<file path="config.mk">
export PLATFORM = sky130hd
export DESIGN_NAME = demux2_8_buf
export DESIGN_NICKNAME = d
export VERILOG_FILES = /design/src/rtl/demux2_8_buf.sv
export SDC_FILE = /design/constraint.sdc
export NUM_CORES = 1
export LEC_CHECK = 0
export CAP_MARGIN = 10
export CORE_ASPECT_RATIO = 1.4
export CORE_MARGIN = 5
export CORE_UTILIZATION = 45
export CTS_BUF_LIST = sky130_fd_sc_hd__clkbuf_16
export CTS_CLUSTER_SIZE = 24
export DETAILED_ROUTE_END_ITERATION = 7
export PLACE_DENSITY = 0.74
export SLEW_MARGIN = 30
export SYNTH_ARGS = -nofsm -noshare
export SYNTH_HDL_FRONTEND = slang
export SYNTH_SLANG_ARGS = --single-unit
export TNS_END_PERCENT = 10
</file>
<file path="constraint.sdc">
create_clock -name clk -period 1.45 [get_ports clk]
set_input_delay 0.29 -clock clk [delete_from_list [all_inputs] [get_ports clk]]
set_output_delay 0.29 -clock clk [all_outputs]
set_load 0.02 [all_outputs]
</file>
<file path="src/rtl/demux2_8_buf.sv">
// rtl/demux2_8_buf.sv - registered 1-to-2 byte demultiplexer with per-channel FWFT FIFOs
module demux2_8_buf #(
  parameter  int WIDTH = 8,
  parameter  int DEPTH = 2,
  localparam int CW    = $clog2(DEPTH + 1)
) (
  input  logic             clk,
  input  logic             rst_n,
  input  logic [WIDTH-1:0] in_data,
  input  logic             in_sel,
  input  logic             in_valid,
  output logic             in_ready,
  output logic [WIDTH-1:0] out0_data,
  output logic             out0_valid,
  input  logic             out0_ready,
  output logic [WIDTH-1:0] out1_data,
  output logic             out1_valid,
  input  logic             out1_ready,
  output logic [CW-1:0]    out0_count,
  output logic [CW-1:0]    out1_count
);

  localparam int            AW   = (DEPTH > 1) ? $clog2(DEPTH) : 1;
  localparam logic [CW-1:0] FULL = CW'(DEPTH);

  logic [WIDTH-1:0] r_mem0 [DEPTH];
  logic [WIDTH-1:0] r_mem1 [DEPTH];
  logic [AW-1:0]    r_wptr0, r_rptr0;
  logic [AW-1:0]    r_wptr1, r_rptr1;
  logic [CW-1:0]    r_cnt0, r_cnt1;

  logic w_push0, w_push1, w_pop0, w_pop1;

  // Readiness looks only at the selected channel so one full lane never stalls the other.
  assign in_ready = in_sel ? (r_cnt1 != FULL) : (r_cnt0 != FULL);

  assign w_push0 = in_valid & in_ready & ~in_sel;
  assign w_push1 = in_valid & in_ready &  in_sel;
  assign w_pop0  = out0_valid & out0_ready;
  assign w_pop1  = out1_valid & out1_ready;

  assign out0_valid = (r_cnt0 != '0);
  assign out1_valid = (r_cnt1 != '0);
  assign out0_data  = r_mem0[r_rptr0];
  assign out1_data  = r_mem1[r_rptr1];
  assign out0_count = r_cnt0;
  assign out1_count = r_cnt1;

  always_ff @(posedge clk or negedge rst_n) begin
    if (!rst_n) begin
      for (int i = 0; i < DEPTH; i++) r_mem0[i] <= '0;
      r_wptr0 <= '0;
      r_rptr0 <= '0;
      r_cnt0  <= '0;
    end else begin
      if (w_push0) begin
        r_mem0[r_wptr0] <= in_data;
        r_wptr0         <= r_wptr0 + AW'(1);
      end
      if (w_pop0) r_rptr0 <= r_rptr0 + AW'(1);
      if (w_push0 && !w_pop0)      r_cnt0 <= r_cnt0 + CW'(1);
      else if (w_pop0 && !w_push0) r_cnt0 <= r_cnt0 - CW'(1);
    end
  end

  always_ff @(posedge clk or negedge rst_n) begin
    if (!rst_n) begin
      for (int i = 0; i < DEPTH; i++) r_mem1[i] <= '0;
      r_wptr1 <= '0;
      r_rptr1 <= '0;
      r_cnt1  <= '0;
    end else begin
      if (w_push1) begin
        r_mem1[r_wptr1] <= in_data;
        r_wptr1         <= r_wptr1 + AW'(1);
      end
      if (w_pop1) r_rptr1 <= r_rptr1 + AW'(1);
      if (w_push1 && !w_pop1)      r_cnt1 <= r_cnt1 + CW'(1);
      else if (w_pop1 && !w_push1) r_cnt1 <= r_cnt1 - CW'(1);
    end
  end

endmodule

</file>
* Yosys cells after proc, flatten, opt, wreduce, memory -nomap -nowiden
Cells that the tools add are included.
** Word-level totals
- Memories :: 0
- Bits of input ports :: 14
- Bits in latches :: 0
- Register bits after elaboration :: 40
- ROM bits :: 0
- Output and inout bits :: 23
- Memory bits (writable) :: 0
- Logic and storage cells :: 67
** Cells by class
- $add $sub $neg :: 8
- Bitwise operators :: 10
- Reduce and logical (&&, ||, !) cells :: 14
- $mul :: 0
- Multiplexer cells :: 17
- Equality and inequality tests :: 2
- Order comparisons :: 6
- Shift operators :: 0
- Div/mod/pow operators :: 0
** Operator list (count)
- 8-bit two-way mux :: 8
- 16-bit bitwise mux :: 2
- 8-bit demux with 1-bit select :: 2
- 2-bit greater-or-equal comparator, second input constant :: 4
- 2-bit two-way mux :: 4
- 1-bit NOT with 2-bit output :: 4
- 2-bit nonzero test :: 4
- 1-bit logical AND :: 6
- 1-bit bitwise AND :: 5
- 1-bit adder, second input constant :: 4
- 2-bit by 1-bit adder with 2-bit output, second input constant :: 2
- 1-bit logical NOT :: 4
- 2-bit by 1-bit < comparator with 1-bit output, second input constant :: 2
- 2-bit inequality test, second input constant :: 2
- 2-bit by 1-bit subtractor with 2-bit output, second input constant :: 2
- 1-bit two-way mux :: 1
- 1-bit NOT :: 1

* Depth between registers and ports, before layout
- Word-level depth :: 8
- Depth in mapped cells :: 6
- Gate-level depth less buffers :: 6

* Worst setup path before layout
OpenSTA, ideal clock, no wires.
- Path type :: reg-to-reg
- From :: register r_cnt0[1], in the netlist out0_count[1]
- To :: register r_cnt0[1], in the netlist out0_count[1]
- Period minus slack after synthesis :: 1.618 ns
- Library setup time :: 0.133 ns
- Path buffers :: 0
- Cell stages (with the launch flop) :: 7
- Setup slack :: -0.168 ns
- Required time :: 1.317 ns
- Arrival time :: 1.485 ns
- Cell sequence :: dfrtp_1 nor2b_1 nor3b_1 ha_1 xor2_1 nor2_1 xor2_1
** On the way
- Word-level cells in the longest chain between the ends :: 7
- Elaborated cells on any way between the ends :: 15
- Classes of those cells :: 2 x add/sub; 1 x eq/ne; 3 x mux; 3 x bitwise; 6 x reduce/logical
** Ends and longest elaborated chain
- start: declaration :: RTL line 30 : logic [CW-1:0] r_cnt0, r_cnt1;
- start signal: assignment :: RTL line 61 : if (w_push0 && !w_pop0) r_cnt0 <= r_cnt0 + CW'(1);
- start signal: assignment :: RTL line 62 : else if (w_pop0 && !w_push0) r_cnt0 <= r_cnt0 - CW'(1);
- 2-bit inequality test (*) :: RTL line 35 : assign in_ready = in_sel ? (r_cnt1 != FULL) : (r_cnt0 != FULL);
- 1-bit two-way mux (*) :: RTL line 35
- 1-bit bitwise AND (*) (2 in a row) :: RTL line 37 : assign w_push0 = in_valid & in_ready & ~in_sel;
- via w_push0 :: RTL line 32 : logic w_push0, w_push1, w_pop0, w_pop1;
- 1-bit logical NOT :: RTL line 62
- 1-bit logical AND :: RTL line 62
- 2-bit nonzero test (no source line)
Mark *: on every way through the listed nets, which the timed path passes. The rest lies on a longest branch. The select of a mux whose other input is x is not followed.
A chain may end at the register's enable or synchronous reset.

* Worst setup path in the final report
- From :: register r_rptr0
- To :: output port out0_data[4]
** On the way
- Word-level cells in the longest chain between the ends :: 4
** Ends and longest elaborated chain
- start: declaration :: RTL line 28 : logic [AW-1:0] r_wptr0, r_rptr0;
- start signal: assignment :: RTL line 60 : if (w_pop0) r_rptr0 <= r_rptr0 + AW'(1);
- 1-bit NOT with 2-bit output (implied by the code) :: RTL line 44 : assign out0_data = r_mem0[r_rptr0];
- 8-bit two-way mux (implied by the code) (3 in a row) :: RTL line 44
- end: declaration :: RTL line 13 : output logic [WIDTH-1:0] out0_data,
No other way between the ends. The select of a mux whose other input is x is not followed.

==> impl_metrics.sql <==
INSERT INTO impl_metrics (metric_group, metric, value, unit) VALUES
('outcome', 'run_status', 'finished, violations left', ''),
('outcome', 'failing_checks', 'setup timing', ''),
('global_route', 'global_route.usage.total', '16.52', '%'),
('power', 'p_sw', '0.002359', 'W'),
('routing', 'route.final.wire_length', '3.998', 'mm'),
('logic_synthesis', 'syn-instance-count', '121', ''),
('placement', 'final_gp_congestion', '0.7637', ''),
('power', 'swShare', '34.48', '%'),
('die', 'boundaryPins', '37', ''),
('placement', 'place.detailed.hpwl', '2.842', 'mm'),
('logic_synthesis', 'yosys-top-cells-area', 'sky130_fd_sc_hd__dfrtp_1 (55%), sky130_fd_sc_hd__mux2_2 (30%), sky130_fd_sc_hd__xor2_1 (2.9%), sky130_fd_sc_hd__xnor2_1 (1.9%), sky130_fd_sc_hd__ha_1 (1.4%)', ''),
('die', 'fp.dieW', '63.55', 'µm'),
('power', 'power.sequential.fraction', '30.4', '%'),
('logic_synthesis', 'syn-mean-instance-area', '14.93', 'µm²'),
('routing', 'wl_per_cell', '17.23', 'µm'),
('worst_setup_path', 'startpoint_type', 'flip-flop', ''),
('routing', 'top_layer_used', 'met4', ''),
('power', 'share_of_total_power_in_the_clock_network', '14.7', '%'),
('final_layout', 'nNetsFinal', '205', ''),
('power', 'internal_power', '0.004483', 'W'),
('sta', 'slew_viol_final', '0', ''),
('cts', 'cts_made_buffers', '5', ''),
('worst_hold_path', 'worst_hold_path_type', 'in -> async', ''),
('sta', 'timing.setup.tns', '-2856', 'ps'),
('global_route', 'globalRouteOverflowTotal', '0', ''),
('routing', 'dr_wl_met3', '142', 'µm'),
('routing', 'routed-wl-met2', '2.257', 'mm'),
('logic_synthesis', 'synth.top_cells.by_count', 'sky130_fd_sc_hd__mux2_2 (48), sky130_fd_sc_hd__dfrtp_1 (40), sky130_fd_sc_hd__xor2_1 (6)', ''),
('cts', 'clock_pin_slew_reported_for_the_worst_setup_and_hold_paths_after_clock_tree_synthesis', '50', 'ps'),
('sta', 'final-hold-violation-count', '0', ''),
('run', 'max_cap_violations', '0', ''),
('worst_setup_path', 'cp_data_required_time', '1160', 'ps'),
('worst_setup_path', 'timing.critical_path.slowest_stage_cell', 'sky130_fd_sc_hd__dfrtp_2', ''),
('sta', 'relative_max_transition_margin', '67.73', '%'),
('worst_setup_path', 'endpoint_type_of_the_worst_setup_path', 'primary output', ''),
('logic_synthesis', 'synth_seq_cells', '40', ''),
('cts', 'cts_root_buffer_type', 'sky130_fd_sc_hd__clkbuf_16', ''),
('power', 'design_power_total', '0.006843', 'W'),
('sta', 'finalSetupViolCount', '43', ''),
('routing', 'drt_pass1_iterations', '3', ''),
('power', 'worst_voltage_drop_across_the_vdd_grid', '1.515', 'mV'),
('logic_synthesis', 'synth.distinct_cells', '19', ''),
('die', 'die_h', '84.98', 'µm'),
('sta', 'finClkSkew', '3.527', 'ps'),
('cts', 'insertion_delay', '280', 'ps'),
('worst_setup_path', 'worstSetupPathType', 'reg -> out', ''),
('global_route', 'grt_start_max_net_pins', '22', ''),
('die', 'fp-row-count', '27', ''),
('sta', 'achievable-frequency', '638.6', 'MHz'),
('die', 'fp.dieArea', '5400', 'µm²'),
('logic_synthesis', 'yosys.area.top_type', 'sky130_fd_sc_hd__dfrtp_1', ''),
('final_layout', 'final_layout_size_suffix_gt1_share', '63.49', '%'),
('cts', 'cts_tree', 'built', ''),
('cts', 'numClockSinks', '40', ''),
('sta', 'layout_setup_ws', '-115.8', 'ps'),
('power', 'total_leakage_power', '1.217', 'nW'),
('logic_synthesis', 'asyncSetResetFlopFracSynth', '100.0', '%'),
('routing', 'route.antenna.remaining_nets', '0', ''),
('cts', 'cts.htree.levels', '2', ''),
('routing', 'via_count', '1196', ''),
('logic_synthesis', 'synth_most_common_cell', 'sky130_fd_sc_hd__mux2_2', ''),
('global_route', 'grt_antenna_before_repair', '0', ''),
('logic_synthesis', 'synth-seq-area-share', '55.40', '%'),
('logic_synthesis', 'synth.top_cell.area_share', '55.40', '%'),
('sta', 'worst_pin_slew', '484.0', 'ps'),
('placement', 'port_buffers', '36', ''),
('sta', 'period_share', '108.0', '%'),
('die', 'core_region_area', '3919', 'µm²'),
('routing', 'dr.first_iter.drc_count', '33', ''),
('global_route', 'first_pass_grt_wire_length', '6.941', 'mm'),
('logic_synthesis', 'synth_edf_count', '0', '');
-- worst paths after layout --
kind / slack [ps] / cells after the start / from / to
setup / recovery: -120 / 3 / r_rptr0$_DFFE_PN0P_ / out0_data[4]
hold / removal: 500 / 2 / rst_n / r_mem1[10]$_DFFE_PN0P_
setup reg to reg: -80 / 5 / out0_count[1]$_DFFE_PN0P_ / r_mem0[15]$_DFFE_PN0P_
hold reg to reg: 500 / 1 / r_mem1[5]$_DFFE_PN0P_ / r_mem1[5]$_DFFE_PN0P_
max in group asynchronous: 460 / 3 / rst_n / out1_count[1]$_DFFE_PN0P_
min in group clk: 500 / 1 / r_mem1[5]$_DFFE_PN0P_ / r_mem1[5]$_DFFE_PN0P_
-- stage by stage --
| stage | setup WS (ps) | hold slack [ps] | cells | cell area (µm²) |
|---|---|---|---|---|
| after floorplan | -150.5 | -5.591 | 121 | 1849 |
| after global placement | -470.7 | 270.1 | 217 | 2419 |
| after detailed placement | -503.1 | 276.3 | 217 | 2419 |
| after CTS | -204.8 | 505.6 | 230 | 2574 |
| after global routing | -144.4 | 516.2 | 232 | 2680 |
| final | -115.8 | 501.6 | 232 | 2680 |
-- critical path: cells and delay by family, from the launching register on --
| kind | cells | cell delay [ps] |
|---|---|---|
| multiplexers | 1 | 320 |
| buffers and inverters | 2 | 290 |
| flip-flops | 1 | 390 |
-- cell usage in the layout (no fill, tap or decap), types with 3 or more instances in the layout --
master                            count
sky130_fd_sc_hd__buf_12               3
sky130_fd_sc_hd__buf_2                8
sky130_fd_sc_hd__buf_4               15
sky130_fd_sc_hd__buf_6               20
sky130_fd_sc_hd__clkbuf_16            5
sky130_fd_sc_hd__clkdlybuf4s50_1     11
sky130_fd_sc_hd__dfrtp_1             36
sky130_fd_sc_hd__dfrtp_2              4
sky130_fd_sc_hd__mux2_2              39
sky130_fd_sc_hd__mux2_4               9
sky130_fd_sc_hd__xnor2_1              4
sky130_fd_sc_hd__xor2_1               5
-- sequential cells by signal, indices dropped and copies added (netlist names) --
| name | count |
|---|---|
| r_wptr0 | 1 |
| r_rptr1 | 1 |
| out1_count | 2 |
| r_rptr0 | 1 |
| r_wptr1 | 1 |
| out0_count | 2 |
| r_mem1 | 16 |
| r_mem0 | 16 |
-- kinds of logic after synthesis --
logic type	after synthesis	share of synthesized area [%]
adders and majority gates	2	1.385
xor gates and xnor gates	10	4.847
muxes	48	29.92
and+or+nand+nor	18	7.757
AOI/OAI and AO/OA	1	0.2767
DFF	40	55.40
buffers and inverters	2	0.4157
-- power groups by stage --
| stage | Combinational, W | Sequential [W] | Clock [W] |
|---|---|---|---|
| 2_1_floorplan | 0.00194 | 0.00205 | 0 |
| 4_1_cts | 0.00342 | 0.00206 | 0.00101 |
| 3_5_place_dp | 0.00338 | 0.00215 | 0 |
| 5_1_grt | 0.00402 | 0.00215 | 0.00107 |
| 3_3_place_gp | 0.00329 | 0.00208 | 0 |
| 6_report | 0.00375 | 0.00208 | 0.00101 |
-- layer usage --
layer	up-vias	track usage, %
met5	-	0
met4	0	4.537
met3	8	5.166
met2	22	29.85
met1	606	18.42
li1	560	-
-- repair_timing --
action / CTS / global route
endpoints found under the setup margin: 58 / 55
pin swaps: 0 / 1
gates resized for setup: 100 / 36
buffers inserted: 5 / 2
hold endpoints to repair: 20 / 0
hold buffers: 1 / 0
-- cell type report --
| cell class | instances | area [µm²] | share of cell area (%) |
|---|---|---|---|
| tap | 43 | 53.80 | 2.007 |
| timing repair buffer | 63 | 596.8 | 22.27 |
| sequential | 40 | 1006 | 37.53 |
| multi-input combinational | 79 | 889.6 | 33.19 |
| clock inverter | 2 | 8.758 | 0.3268 |
| clock buffer | 5 | 125.1 | 4.669 |
(Power assumes the default switching activity.)
